File: config.mk
export PLATFORM = sky130hd
export DESIGN_NAME = mult_sequencer
export DESIGN_NICKNAME = d
export VERILOG_FILES = /design/src/rtl/mult_pkg.sv /design/src/rtl/mult_shift_add_dp.sv /design/src/rtl/mult_sequencer.sv
export SDC_FILE = /design/constraint.sdc
export NUM_CORES = 1
export LEC_CHECK = 0
export CORE_UTILIZATION = 36
export CTS_CLUSTER_DIAMETER = 50
export DETAILED_ROUTE_END_ITERATION = 12
export DONT_BUFFER_PORTS = 1
export PLACE_DENSITY = 0.58
export SYNTH_ARGS = -nofsm -noshare
export SYNTH_HDL_FRONTEND = slang
export SYNTH_SLANG_ARGS = --single-unit
File: constraint.sdc
create_clock -name clk -period 5.5 [get_ports clk]
set_input_delay 1.1 -clock clk [delete_from_list [all_inputs] [get_ports clk]]
set_output_delay 1.1 -clock clk [all_outputs]
set_load 0.1 [all_outputs]
File: src/rtl/mult_pkg.sv
// rtl/mult_pkg.sv - shared types and constants for the iterative multiplier
package mult_pkg;

    typedef enum logic [1:0] {
        IDLE = 2'd0,
        BUSY = 2'd1,
        DONE = 2'd2
    } mult_state_t;

    // ALUOp encoding that selects MUL; control unit and ALU control decode the same value
    localparam logic [1:0] MULT_OPCODE    = 2'b11;
    localparam int         DEFAULT_DATA_W = 32;

endpackage

File: src/rtl/mult_shift_add_dp.sv
// rtl/mult_shift_add_dp.sv - shift-add datapath: operand registers, accumulator, iteration counter
module mult_shift_add_dp
    import mult_pkg::*;
#(
    parameter int DATA_W = DEFAULT_DATA_W
) (
    input  logic              clk,
    input  logic              arst_n,
    input  logic              load,
    input  logic              step,
    input  logic [DATA_W-1:0] operand_a,
    input  logic [DATA_W-1:0] operand_b,
    output logic [DATA_W-1:0] acc,
    output logic              mplier_zero_next,
    output logic              last
);

    localparam int              CNT_W    = (DATA_W > 1) ? $clog2(DATA_W) : 1;
    localparam logic [CNT_W-1:0] LAST_CNT = CNT_W'(DATA_W - 1);

    logic [DATA_W-1:0] mcand_q, mcand_d;
    logic [DATA_W-1:0] mplier_q, mplier_d;
    logic [DATA_W-1:0] acc_q, acc_d;
    logic [CNT_W-1:0]  count_q, count_d;

    always_comb begin
        mcand_d  = mcand_q;
        mplier_d = mplier_q;
        acc_d    = acc_q;
        count_d  = count_q;
        if (load) begin
            mcand_d  = operand_a;
            mplier_d = operand_b;
            acc_d    = '0;
            count_d  = '0;
        end else if (step) begin
            // Sum wraps at DATA_W bits; only the low half of the product is kept
            acc_d    = acc_q + (mplier_q[0] ? mcand_q : '0);
            mcand_d  = mcand_q << 1;
            mplier_d = mplier_q >> 1;
            count_d  = count_q + CNT_W'(1);
        end
    end

    always_ff @(posedge clk) begin
        if (!arst_n) begin
            mcand_q  <= '0;
            mplier_q <= '0;
            acc_q    <= '0;
            count_q  <= '0;
        end else begin
            mcand_q  <= mcand_d;
            mplier_q <= mplier_d;
            acc_q    <= acc_d;
            count_q  <= count_d;
        end
    end

    assign acc              = acc_q;
    assign mplier_zero_next = ((mplier_q >> 1) == '0);
    assign last             = (count_q == LAST_CNT);

endmodule

File: src/rtl/mult_sequencer.sv
// rtl/mult_sequencer.sv - MUL sequencing FSM: stalls the front pipeline and pulses done on completion
module mult_sequencer
    import mult_pkg::*;
#(
    parameter int DATA_W     = DEFAULT_DATA_W,
    parameter bit EARLY_EXIT = 1'b1
) (
    input  logic              clk,
    input  logic              arst_n,
    input  logic              start,
    input  logic              flush,
    input  logic [DATA_W-1:0] operand_a,
    input  logic [DATA_W-1:0] operand_b,
    output logic              stall,
    output logic              busy,
    output logic              done,
    output logic [DATA_W-1:0] result
);

    mult_state_t state_q, state_d;
    logic        load;
    logic        step;
    logic        mplier_zero_next;
    logic        last;

    mult_shift_add_dp #(
        .DATA_W(DATA_W)
    ) u_dp (
        .clk              (clk),
        .arst_n           (arst_n),
        .load             (load),
        .step             (step),
        .operand_a        (operand_a),
        .operand_b        (operand_b),
        .acc              (result),
        .mplier_zero_next (mplier_zero_next),
        .last             (last)
    );

    always_comb begin
        state_d = state_q;
        load    = 1'b0;
        step    = 1'b0;
        stall   = 1'b0;
        done    = 1'b0;
        unique case (state_q)
            IDLE: begin
                if (start && !flush) begin
                    load    = 1'b1;
                    stall   = 1'b1;
                    state_d = BUSY;
                end
            end
            BUSY: begin
                if (flush) begin
                    state_d = IDLE;
                end else begin
                    step  = 1'b1;
                    stall = 1'b1;
                    if (last || (EARLY_EXIT && mplier_zero_next)) begin
                        state_d = DONE;
                    end
                end
            end
            // start here still belongs to the finishing MUL, so it is not re-accepted
            DONE: begin
                done    = !flush;
                state_d = IDLE;
            end
            default: state_d = IDLE;
        endcase
    end

    always_ff @(posedge clk) begin
        if (!arst_n) begin
            state_q <= IDLE;
        end else begin
            state_q <= state_d;
        end
    end

    assign busy = (state_q == BUSY);

endmodule

==> results of run 1 <==
cell usage in the layout, fill, tap and decap left out, types with 3 or more instances in the layout:
| cell type | netlist | routed |
|---|---|---|
| sky130_fd_sc_hd__a21oi_1 | 54 | 54 |
| sky130_fd_sc_hd__clkbuf_16 | 0 | 10 |
| sky130_fd_sc_hd__buf_4 | 1 | 4 |
| sky130_fd_sc_hd__nor3_1 | 6 | 6 |
| sky130_fd_sc_hd__nor2_1 | 84 | 84 |
| sky130_fd_sc_hd__nand3_1 | 50 | 50 |
| sky130_fd_sc_hd__nand4_1 | 8 | 8 |
| sky130_fd_sc_hd__inv_1 | 10 | 10 |
| sky130_fd_sc_hd__nand2_1 | 125 | 125 |
| sky130_fd_sc_hd__xnor2_1 | 22 | 22 |
| sky130_fd_sc_hd__a31oi_1 | 6 | 6 |
| sky130_fd_sc_hd__xor2_1 | 8 | 8 |
| sky130_fd_sc_hd__nor4_1 | 8 | 8 |
| sky130_fd_sc_hd__o21bai_1 | 5 | 5 |
| sky130_fd_sc_hd__nand2b_1 | 4 | 3 |
| sky130_fd_sc_hd__o21ai_0 | 13 | 13 |
| sky130_fd_sc_hd__and3_1 | 3 | 3 |
| sky130_fd_sc_hd__nor2b_1 | 5 | 4 |
| sky130_fd_sc_hd__o211ai_1 | 5 | 5 |
| sky130_fd_sc_hd__a211oi_2 | 4 | 4 |
| sky130_fd_sc_hd__dfxtp_1 | 103 | 103 |
| sky130_fd_sc_hd__a22oi_1 | 5 | 5 |
| sky130_fd_sc_hd__o21ai_1 | 15 | 15 |
| sky130_fd_sc_hd__and2_1 | 37 | 37 |
| sky130_fd_sc_hd__o221ai_1 | 34 | 34 |
| sky130_fd_sc_hd__inv_8 | 0 | 3 |
| sky130_fd_sc_hd__a21o_1 | 12 | 12 |
| sky130_fd_sc_hd__a21boi_0 | 4 | 4 |
| sky130_fd_sc_hd__o211a_1 | 27 | 27 |
| sky130_fd_sc_hd__o21a_1 | 3 | 3 |
| sky130_fd_sc_hd__ha_1 | 33 | 33 |
worst max-delay path: cells and delay by family, from the launching register on:
kind | cells | cell delay, ns
flip-flops | 1 | 0.36
buffers and inverters | 1 | 0.43
AND/OR/NAND/NOR | 3 | 1.31
kinds of logic (layout without fill, tap and decap cells):
kind of cell,after synthesis,in the layout
compound gates,199,199
buf+inv,65,32
mux,1,1
xor+xnor,30,30
fa+ha+maj,34,34
flops,103,103
simple gates,348,348
final cells by class:
| class | count | area (um^2) |
|---|---|---|
| clock buffer | 9 | 225 |
| clock inverter | 7 | 97.6 |
| fill | 1764 | 10000 |
| inverter | 11 | 41.3 |
| multi-input combinational | 612 | 3820 |
| sequential | 103 | 2060 |
| tap | 220 | 275 |
| timing repair buffer | 5 | 55.1 |
synthesized netlist by cell type (all sizes together), types with 9 or more instances:
master / count / area [um^2]
nand2: 126 / 475
dfxtp: 103 / 2060
nor2: 84 / 315
a21oi: 56 / 288
nand3: 51 / 268
and2: 38 / 238
o221ai: 34 / 298
ha: 33 / 413
clkbuf: 29 / 110
o21ai: 28 / 140
o211a: 27 / 270
buf: 25 / 114
xnor2: 22 / 193
a21o: 12 / 90.1
inv: 11 / 41.3
nor4: 9 / 71.3
sequential cells by signal, indices dropped and copies added (netlist names):
signal,count
state_q,2
u_dp.mcand_q,32
u_dp.count_q,5
u_dp.mplier_q,32
u_dp.acc,32
worst max path at each step:
stage / endpoint / slack, ns / depth (start not counted)
6_report: stall / 1.92 / 4
3_5_place_dp: u_dp.acc[28] / 2.03 / 4
3_3_place_gp: u_dp.acc[28] / 2.04 / 4
5_1_grt: stall / 1.85 / 4
2_1_floorplan: done / 1.11 / 1
4_1_cts: stall / 1.90 / 4
metal layers:
| layer | share of wire [%] | wire length (um) |
|---|---|---|
| met4 | 1.0 | 162 |
| met2 | 47 | 7520 |
| met1 | 45 | 7190 |
| met5 | 0 | 0 |
| met3 | 7.0 | 1130 |
through the flow:
stage | instance area [um^2] | hold WS, ns
CTS | 6580 | 0.467
global placement | 6250 | 0.447
floorplan | 6120 | 0.441
detailed placement | 6250 | 0.454
global route | 6580 | 0.514
finish | 6580 | 0.464
where the power goes:
part	internal [mW]	total, mW	switching, mW	leakage [nW]
Clock	0.371	0.706	0.336	0.159
Sequential	0.785	0.827	0.0418	0.842
Combinational	0.0659	0.169	0.103	1.74
==> impl_summary.txt, run 1 <==
----------------------------------------------------
[Status]
  Status ... completed

[Hold path]
  Hold worst-path end ... u_dp.count_q[4]
  Hold Path Stages ... 2
  HP Class ... reg2reg
  HP Start ... u_dp.count_q[4]

[Clock tree]
  Htree depth ... 3
  Setup fix buffers added after clock tree synthesis ... 0
  Clock sinks ... approximately 100
  Clock-pin transition on the worst setup and hold timing paths ... about 0.08 ns
  Clock network latency to the later pin of the worst-skew pair ... between 0.3 and 0.4 ns
  Gates resized, CTS repair ... 0
  Clock tree buffer depth ... 2
  Cell at the root of the clock tree ... sky130_fd_sc_hd__clkbuf_16
  Hold bufs inserted after CTS ... 0
  TritonCTS Buffers ... 9
  Clock tree from TritonCTS ... done

[Timing]
  Count of endpoints failing setup in the final report ... 0
  Fmax ... 280 MHz
  Setup Skew ... between 0.01 and 0.015 ns
  Least setup slack across all paths after layout ... between 1.5 and 2 ns
  Unrepaired setup endpoints after global routing ... false
  Period utilisation layout ... between 60% and 70%
  Slew of the pin with the lowest slew margin ... 1.13 ns
  Final critical path time including I/O delays and setup ... roughly 3.6 ns
  Relative max-transition margin ... ~25%
  Hold Fails Final Rpt ... 0
  Total negative slack ... 0 ns
  Final Slew Violations ... 0

[Detailed routing]
  Remaining antenna violation count after routing ... 0
  DRC violation total after the first TritonRoute iteration ... ~280
  Number of design rule violations left after detail routing ... 0
  Routed wire length per instance ... about 17 um
  Number of detailed-route iterations in the first pass ... 5
  Final wirelength ... between 15 and 20 mm
  Vias ... between 5k and 6k
  Per-cell via count in the routed design ... 5.47

[Placed design]
  Cell count after placement ... around 950
  Global placer's final weighted congestion ... between 0.8 and 0.9
  Quantity of I/O buffers inserted on ports ... 0
  Half-perimeter wire length after placement ... approximately 11 mm
  Worst slack at placement ... between 2 and 2.5 ns

[Final layout]
  Net total in the final layout ... about 840
  Number of antenna cells inserted ... 0
  Final std cells w/o fill ... approximately 970
  Fraction of layout cells with a size suffix above 1 ... 5.62%
  Post-layout utilization of the core ... 39.7%
  Area grow syn2layout ... 7.40%

[Setup path]
  Critical register-to-register path startpoint ... u_dp.mplier_q[0]
  Terminus of the critical flop-to-flop path ... u_dp.acc[28]
  Worst Path Class, Setup ... reg2out
  Endpoint required time on the critical path ... 4.40 ns
  Startpoint of the worst setup timing path ... state_q[1]
  Arrival time worst endpoint ... approximately 2.5 ns
  CP max stage cell ... sky130_fd_sc_hd__and2b_1
  Worst reg-to-reg setup slack ... roughly 2.3 ns
  Sequence of cells on the critical path ... and2b_1 -> nor2b_4 -> nor2_1 -> inv_2
  Worst Reg2Reg Path Length in Cells ... 11
  Highest net fanout along the worst path ... 5
  Kind of launch point of the worst setup path ... register
  Category of the worst setup path capture point ... primary output
  Max incr delay on CP ... between 0.8 and 0.9 ns

[Global routing]
  Met2 Track Usage GR ... slightly above 30%
  Global-route congestion overflow total ... 0
  GR Util met3 ... 6.28%
  Largest net degree at the start of global routing ... 91
  Most used routing layer in global routing ... met2
  First-pass GRT wire length ... about 26 mm
  Overall fraction of global-route tracks in use ... 18.6%
  Met1 routing resource usage after global routing ... a little under a quarter
  Initial antenna violation count ... 0
  Vias in the first global route ... 5002

[Logic synthesis]
  Number of distinct standard cells referenced by the synthesized netlist ... between 60 and 70
  Adder and majority gate portion of the synthesized area ... 7.07%
  Multiplexer share of the synthesized area ... less than 1%
  Number of synthesized flops with an enable pin ... 0
  Syn nets ... between 800 and 900
  Compound-cell area share of the yosys netlist ... 23.6%
  Post-synthesis register bit count ... 103
  Predominant post-synthesis flop cell ... sky130_fd_sc_hd__dfxtp_1
  Xor and xnor fraction of the mapped netlist area ... under 10%
  Synth async-reset ratio ... 0%
  Synthesized area ... 6120 um^2
  Sequential area share after synthesis ... roughly 34%
  Mapped Cells ... between 700 and 800
  Average cell area after synthesis ... 7.85 um^2
  Synth warnings ... 0
  Combinational family with the most area after synthesis ... simple AND/OR/NAND/NOR gates
  Simple logic cell fraction of the synthesized area ... a little over a quarter

[Power]
  Power per cell area ... 259 nW/um^2
  Maximum resistive drop on vdd ... about 0.00017 V
  Final Power ... roughly 1.7 mW
  Static leakage ... 2.74 nW

[Die]
  Total die area ... roughly 18000 um^2
  Core area ... roughly 17000 um^2
  Die H ... between 100 and 150 um
  Initial cell density of the core ... a little under two fifths
  IO Count ... between 100 and 150
  Number of cell rows ... 47
  Die Width ... approximately 130 um

[Flow run]
  Number of max-capacitance violations reported ... 0

----------------------------------------------------
Note: power is estimated with default switching activity, not from simulation.
==> run 2: changes to the inputs <==
==> constraint.sdc (replaced) <==
create_clock -name clk -period 3.55 [get_ports clk]
set_input_delay 0.71 -clock clk [delete_from_list [all_inputs] [get_ports clk]]
set_output_delay 0.71 -clock clk [all_outputs]
set_load 0.1 [all_outputs]
==> run 2 against run 1 <==
  * Utilization increased by 1.4 points
  * Largest power group unchanged
  * Critical endpoint is now u_dp.acc[22]
  * Register-to-register slack got worse by 1.6 ns
  * Clock-buffer cell count increased by 1
==> impl_summary.txt, run 2 (synthesized netlist as in run 1, its figures left out) <==
----------------------------------------------------
[Status]
  Status ... completed

[Detailed routing]
  Number of design rule violations left after detail routing ... 0
  Vias ... 5497
  Number of detailed-route iterations in the first pass ... 5
  Final wirelength ... about 16 mm
  Remaining antenna violation count after routing ... 0
  DRC violation total after the first TritonRoute iteration ... 310
  Per-cell via count in the routed design ... roughly 5.5
  Routed wire length per instance ... 16.3 um

[Clock tree]
  Cell at the root of the clock tree ... sky130_fd_sc_hd__clkbuf_16
  Gates resized, CTS repair ... 0
  Clock tree buffer depth ... 2
  Htree depth ... 3
  Clock sinks ... between 100 and 150
  Clock network latency to the later pin of the worst-skew pair ... approximately 0.36 ns
  Clock tree from TritonCTS ... done
  Hold bufs inserted after CTS ... 0
  Clock-pin transition on the worst setup and hold timing paths ... 0.08 ns
  Setup fix buffers added after clock tree synthesis ... 0
  TritonCTS Buffers ... 9

[Timing]
  Count of endpoints failing setup in the final report ... 0
  Total negative slack ... 0 ns
  Least setup slack across all paths after layout ... between 0.7 and 0.8 ns
  Relative max-transition margin ... 30.2%
  Slew of the pin with the lowest slew margin ... 1.05 ns
  Final critical path time including I/O delays and setup ... ~2.8 ns
  Period utilisation layout ... roughly 80%
  Setup Skew ... 0.00713 ns
  Hold Fails Final Rpt ... 0
  Unrepaired setup endpoints after global routing ... false
  Hold Slack ... between 0.4 and 0.5 ns
  Final Slew Violations ... 0
  Fmax ... around 350 MHz

[Final layout]
  Fraction of layout cells with a size suffix above 1 ... about a tenth
  Net total in the final layout ... roughly 880
  Final-layout fill cell count ... 1733
  Leading cell types in the layout, fill and taps excluded ... sky130_fd_sc_hd__nand2_1, sky130_fd_sc_hd__dfxtp_1, sky130_fd_sc_hd__nor2_1
  Area of all placed cells without fillers ... about 6800 um^2
  Number of antenna cells inserted ... 0
  Most common library cell in the layout ignoring fill and taps ... sky130_fd_sc_hd__nand2_1
  Register Area ... 2060 um^2
  Area grow syn2layout ... 11.2%
  Total area of multi-input combinational cells ... 3830 um^2

[Global routing]
  First-pass GRT wire length ... approximately 27 mm
  Largest net degree at the start of global routing ... 69
  Overall fraction of global-route tracks in use ... a little under a fifth
  Vias in the first global route ... approximately 5.2k
  Initial antenna violation count ... 0
  Global-route congestion overflow total ... 0

[Die]
  Die Width ... between 100 and 150 um
  Total die area ... 17500 um^2
  IO Count ... around 100
  Die H ... about 130 um
  Number of cell rows ... 47
  Core area ... 16600 um^2
  Initial cell density of the core ... between 30% and 40%

[Placed design]
  Quantity of I/O buffers inserted on ports ... 0
  Global placer's final weighted congestion ... 0.875
  Half-perimeter wire length after placement ... 11.7 mm
  Post-Place Cell Area ... between 6000 and 7000 um^2
  Worst slack at placement ... 0.738 ns

[Power]
  Switching power share of the total ... around 29%
  Maximum resistive drop on vdd ... 0.000237 V
  Power per cell area ... around 370 nW/um^2
  Internal Dissipation ... ~1.8 mW
  Switching pwr ... 730 uW
  Proportion of power drawn by combinational gates ... between 10 and 15%
  Share of power burned in the clock network ... approximately 40%
  Sequential group share of total power ... approximately half
  Static leakage ... 2.92 nW

[Setup path]
  Kind of launch point of the worst setup path ... register
  Category of the worst setup path capture point ... register
  Arrival time worst endpoint ... around 3.1 ns
  Highest net fanout along the worst path ... 34
  Worst Path Class, Setup ... reg2reg
  Endpoint required time on the critical path ... approximately 3.8 ns

[Hold path]
  HP Class ... reg2reg

[Flow run]
  Number of max-capacitance violations reported ... 0

----------------------------------------------------
## run 2: per-stage QoR
| stage | cells | power (mW) | util (%) |
|---|---|---|---|
| after CTS | 1004 | 2.59 | 41.1 |
| after global routing | 1004 | 2.66 | 41.1 |
| after detailed placement | 988 | 1.58 | 39.3 |
| after floorplan | 780 | 1.52 | - |
| after global placement | 988 | 1.58 | 39.3 |
| final | 1004 | 2.55 | 41.1 |
## run 2: power by group through the flow
stage               registers [mW]  logic, mW  clock network, mW
finish                        1.27      0.288              0.999
global placement              1.29      0.288                  0
floorplan                     1.29      0.234                  0
global route                  1.27      0.328               1.06
CTS                           1.27      0.292               1.03
detailed placement            1.29      0.291                  0
## run 2: worst max-delay path: stages (launching register included)
cell,delay [ns]
sky130_fd_sc_hd__dfxtp_1,0.30
sky130_fd_sc_hd__buf_4,0.22
sky130_fd_sc_hd__and2_1,0.19
sky130_fd_sc_hd__ha_1,0.22
sky130_fd_sc_hd__fa_1,0.43
sky130_fd_sc_hd__a21oi_2,0.18
sky130_fd_sc_hd__o21a_1,0.22
sky130_fd_sc_hd__o21a_1,0.21
sky130_fd_sc_hd__o21ai_1,0.09
sky130_fd_sc_hd__or2_1,0.27
sky130_fd_sc_hd__a21oi_1,0.18
sky130_fd_sc_hd__xor2_1,0.15
sky130_fd_sc_hd__o21ai_1,0.07
## run 2: path summary, 6_finish.rpt
path                                  startpoint              end  slack (ns)  cells after the start
worst min register to register   u_dp.count_q[4]  u_dp.count_q[4]        0.46                      2
worst min-delay path             u_dp.count_q[4]  u_dp.count_q[4]        0.46                      2
worst max-delay path            u_dp.mplier_q[0]     u_dp.acc[22]        0.71                     12
worst max register to register  u_dp.mplier_q[0]     u_dp.acc[22]        0.71                     12
## run 2: layer usage
layer / vias up / routed length [um] / GRT usage, % / share of wire, %
met1: 2586 / 7620 / 24.0 / 47
met4: 0 / 202 / 5.17 / 1.2
met5: - / 0 / 0 / 0
li1: 2785 / - / - / -
met2: 110 / 7470 / 31.3 / 46
met3: 16 / 1040 / 5.86 / 6.4
## run 2: final cells by class
class                           instances  area share (%)
Inverter                               11           0.606
Sequential cell                       103            30.3
Tap cell                              220            4.04
Timing Repair Buffer                   42            4.63
Clock inverter                          6           0.882
Multi-Input combinational cell        612            56.2
Clock buffer                           10            3.36
==> run 3: changes to the inputs <==
==> constraint.sdc (replaced) <==
create_clock -name clk -period 2.8 [get_ports clk]
set_input_delay 0.56 -clock clk [delete_from_list [all_inputs] [get_ports clk]]
set_output_delay 0.56 -clock clk [all_outputs]
set_load 0.1 [all_outputs]
==> run 3 against run 2 <==
  * Power increased by 28%
  * Clock skew grew 0.0085 ns
  * Sequential cell count unchanged
  * Combinational power up 32%
  * Critical path depth is 1 lower
  * Clock power grew 28%
  * Sequential share of layout area fell by 0.75 points
  * Register-to-register slack got worse by 0.54 ns
  * Critical path type unchanged
  * Non-clock buffer count rose by 16
  * Largest power group unchanged
  * Design area up 2.8%
  * Critical endpoint is now u_dp.acc[30]
==> impl_summary.txt, run 3 (synthesized netlist as in run 1, its figures left out) <==
----------------------------------------------------
[Status]
  Status ... completed

[Detailed routing]
  DRC violation total after the first TritonRoute iteration ... 278
  Number of design rule violations left after detail routing ... 0
  Remaining antenna violation count after routing ... 0
  Vias ... between 5k and 6k
  Per-cell via count in the routed design ... roughly 5.4
  Routed wire length per instance ... around 16 um
  Number of detailed-route iterations in the first pass ... 5
  Final wirelength ... around 17 mm

[Timing]
  Relative max-transition margin ... 58.5%
  Hold Slack ... ~0.34 ns
  Count of endpoints failing setup in the final report ... 0
  Unrepaired setup endpoints after global routing ... false
  Slew of the pin with the lowest slew margin ... 0.622 ns
  Final Slew Violations ... 0
  Setup Skew ... around 0.016 ns
  Period utilisation layout ... 94.1%
  Least setup slack across all paths after layout ... ~0.17 ns
  Final critical path time including I/O delays and setup ... roughly 2.6 ns
  Hold Fails Final Rpt ... 0
  Fmax ... 380 MHz

[Die]
  IO Count ... 103
  Die H ... 132 um
  Number of cell rows ... between 40 and 50
  Core area ... between 15000 and 20000 um^2
  Total die area ... around 18000 um^2
  Initial cell density of the core ... 36.9%
  Die Width ... roughly 130 um

[Power]
  Switching power share of the total ... between 20 and 30%
  Proportion of power drawn by combinational gates ... about an eighth
  Switching pwr ... about 940 uW
  Maximum resistive drop on vdd ... between 0.0003 and 0.0004 V
  Sequential group share of total power ... 49.2%
  Share of power burned in the clock network ... between 30 and 40%
  Internal Dissipation ... around 2.3 mW
  Power per cell area ... about 470 nW/um^2
  Static leakage ... between 3 and 4 nW

[Final layout]
  Final std cells w/o fill ... between 1k and 1.5k
  Area grow syn2layout ... 14.4%
  Fraction of layout cells with a size suffix above 1 ... between 10% and 20%
  Area of all placed cells without fillers ... 7000 um^2
  Leading cell types in the layout, fill and taps excluded ... sky130_fd_sc_hd__nand2_1, sky130_fd_sc_hd__dfxtp_1, sky130_fd_sc_hd__nor2_1
  Final-layout fill cell count ... between 1.5k and 2k
  Net total in the final layout ... approximately 900
  Number of antenna cells inserted ... 0
  Most common library cell in the layout ignoring fill and taps ... sky130_fd_sc_hd__nand2_1

[Clock tree]
  Cell at the root of the clock tree ... sky130_fd_sc_hd__clkbuf_16
  Clock-pin transition on the worst setup and hold timing paths ... approximately 0.080 ns
  Clock sinks ... 103
  Clock tree from TritonCTS ... done
  Htree depth ... 3
  Clock network latency to the later pin of the worst-skew pair ... approximately 0.36 ns
  TritonCTS Buffers ... 9
  Clock tree buffer depth ... 2
  Hold bufs inserted after CTS ... 0

[Setup path]
  Endpoint required time on the critical path ... approximately 3.1 ns
  Arrival time worst endpoint ... around 2.9 ns
  Highest net fanout along the worst path ... 13
  Worst Path Class, Setup ... reg2reg
  Worst reg-to-reg setup slack ... 0.17 ns
  Category of the worst setup path capture point ... register
  Kind of launch point of the worst setup path ... register
  Worst Reg2Reg Path Length in Cells ... 11

[Global routing]
  Global-route congestion overflow total ... 0
  Largest net degree at the start of global routing ... 79
  Initial antenna violation count ... 0
  First-pass GRT wire length ... about 27 mm
  Overall fraction of global-route tracks in use ... 19.2%
  Vias in the first global route ... 5189

[Placed design]
  Post-Place Cell Area ... 6660 um^2
  Worst slack at placement ... approximately 0.095 ns
  Half-perimeter wire length after placement ... ~12 mm
  Quantity of I/O buffers inserted on ports ... 0
  Cell count after placement ... around 1.0k
  Global placer's final weighted congestion ... roughly 0.85

[Hold path]
  Hold Path Stages ... 2
  HP Class ... in2reg

[Flow run]
  Number of max-capacitance violations reported ... 0

----------------------------------------------------
run 3: worst max-delay path, cell delays in order (launching register included):
cell	delay (ns)
sky130_fd_sc_hd__dfxtp_2	0.35
sky130_fd_sc_hd__buf_4	0.18
sky130_fd_sc_hd__and2_1	0.16
sky130_fd_sc_hd__ha_1	0.36
sky130_fd_sc_hd__and4_1	0.26
sky130_fd_sc_hd__and4_1	0.23
sky130_fd_sc_hd__nand2_1	0.07
sky130_fd_sc_hd__o211ai_1	0.29
sky130_fd_sc_hd__a41oi_2	0.21
sky130_fd_sc_hd__o21ai_2	0.19
sky130_fd_sc_hd__a21o_1	0.13
sky130_fd_sc_hd__nand3_1	0.06
run 3: path summary, 6_finish.rpt:
check | to | startpoint
worst max register to register | u_dp.acc[30] | u_dp.mplier_q[0]
worst max-delay path | u_dp.acc[30] | u_dp.mplier_q[0]
worst min-delay path | u_dp.mcand_q[7] | arst_n
worst min register to register | u_dp.count_q[4] | u_dp.count_q[4]
run 3: timing repair:
item,CTS,global route
gates resized for setup,0,7
setup buffers,0,1
endpoints found under the hold margin,0,0
endpoints found under the setup margin,0,11
run 3: final cells by class:
cell class,count,area [um^2],area share [%]
multi-input combinational,612,3850,55.0
sequential,103,2070,29.5
timing repair buffer,58,460,6.57
tap,220,275,3.93
clock buffer,9,225,3.22
clock inverter,7,80.1,1.14
inverter,11,41.3,0.589
run 3: per-layer routing:
metal | global-route usage, % | up-vias | part of all wire, %
met2 | 32.3 | 99 | 48
met3 | 5.52 | 11 | 6.7
li1 | - | 2820 | -
met1 | 24.0 | 2565 | 45
met4 | 4.66 | 0 | 1.0
met5 | 0 | - | 0
run 3: power by group through the flow:
| stage | combinational (mW) | clock (mW) | sequential (mW) |
|---|---|---|---|
| after global placement | 0.379 | 0 | 1.64 |
| final | 0.381 | 1.28 | 1.61 |
| after detailed placement | 0.382 | 0 | 1.64 |
| after global routing | 0.429 | 1.37 | 1.62 |
| after CTS | 0.384 | 1.32 | 1.61 |
| after floorplan | 0.296 | 0 | 1.63 |
run 3: stage by stage:
| stage | setup TNS [ns] | utilization, % | total power, mW |
|---|---|---|---|
| CTS | 0 | 42.0 | 3.32 |
| detailed placement | 0 | 40.2 | 2.02 |
| global placement | 0 | 40.2 | 2.02 |
| finish | 0 | 42.2 | 3.27 |
| floorplan | -0.0180 | - | 1.93 |
| global route | 0 | 42.2 | 3.42 |
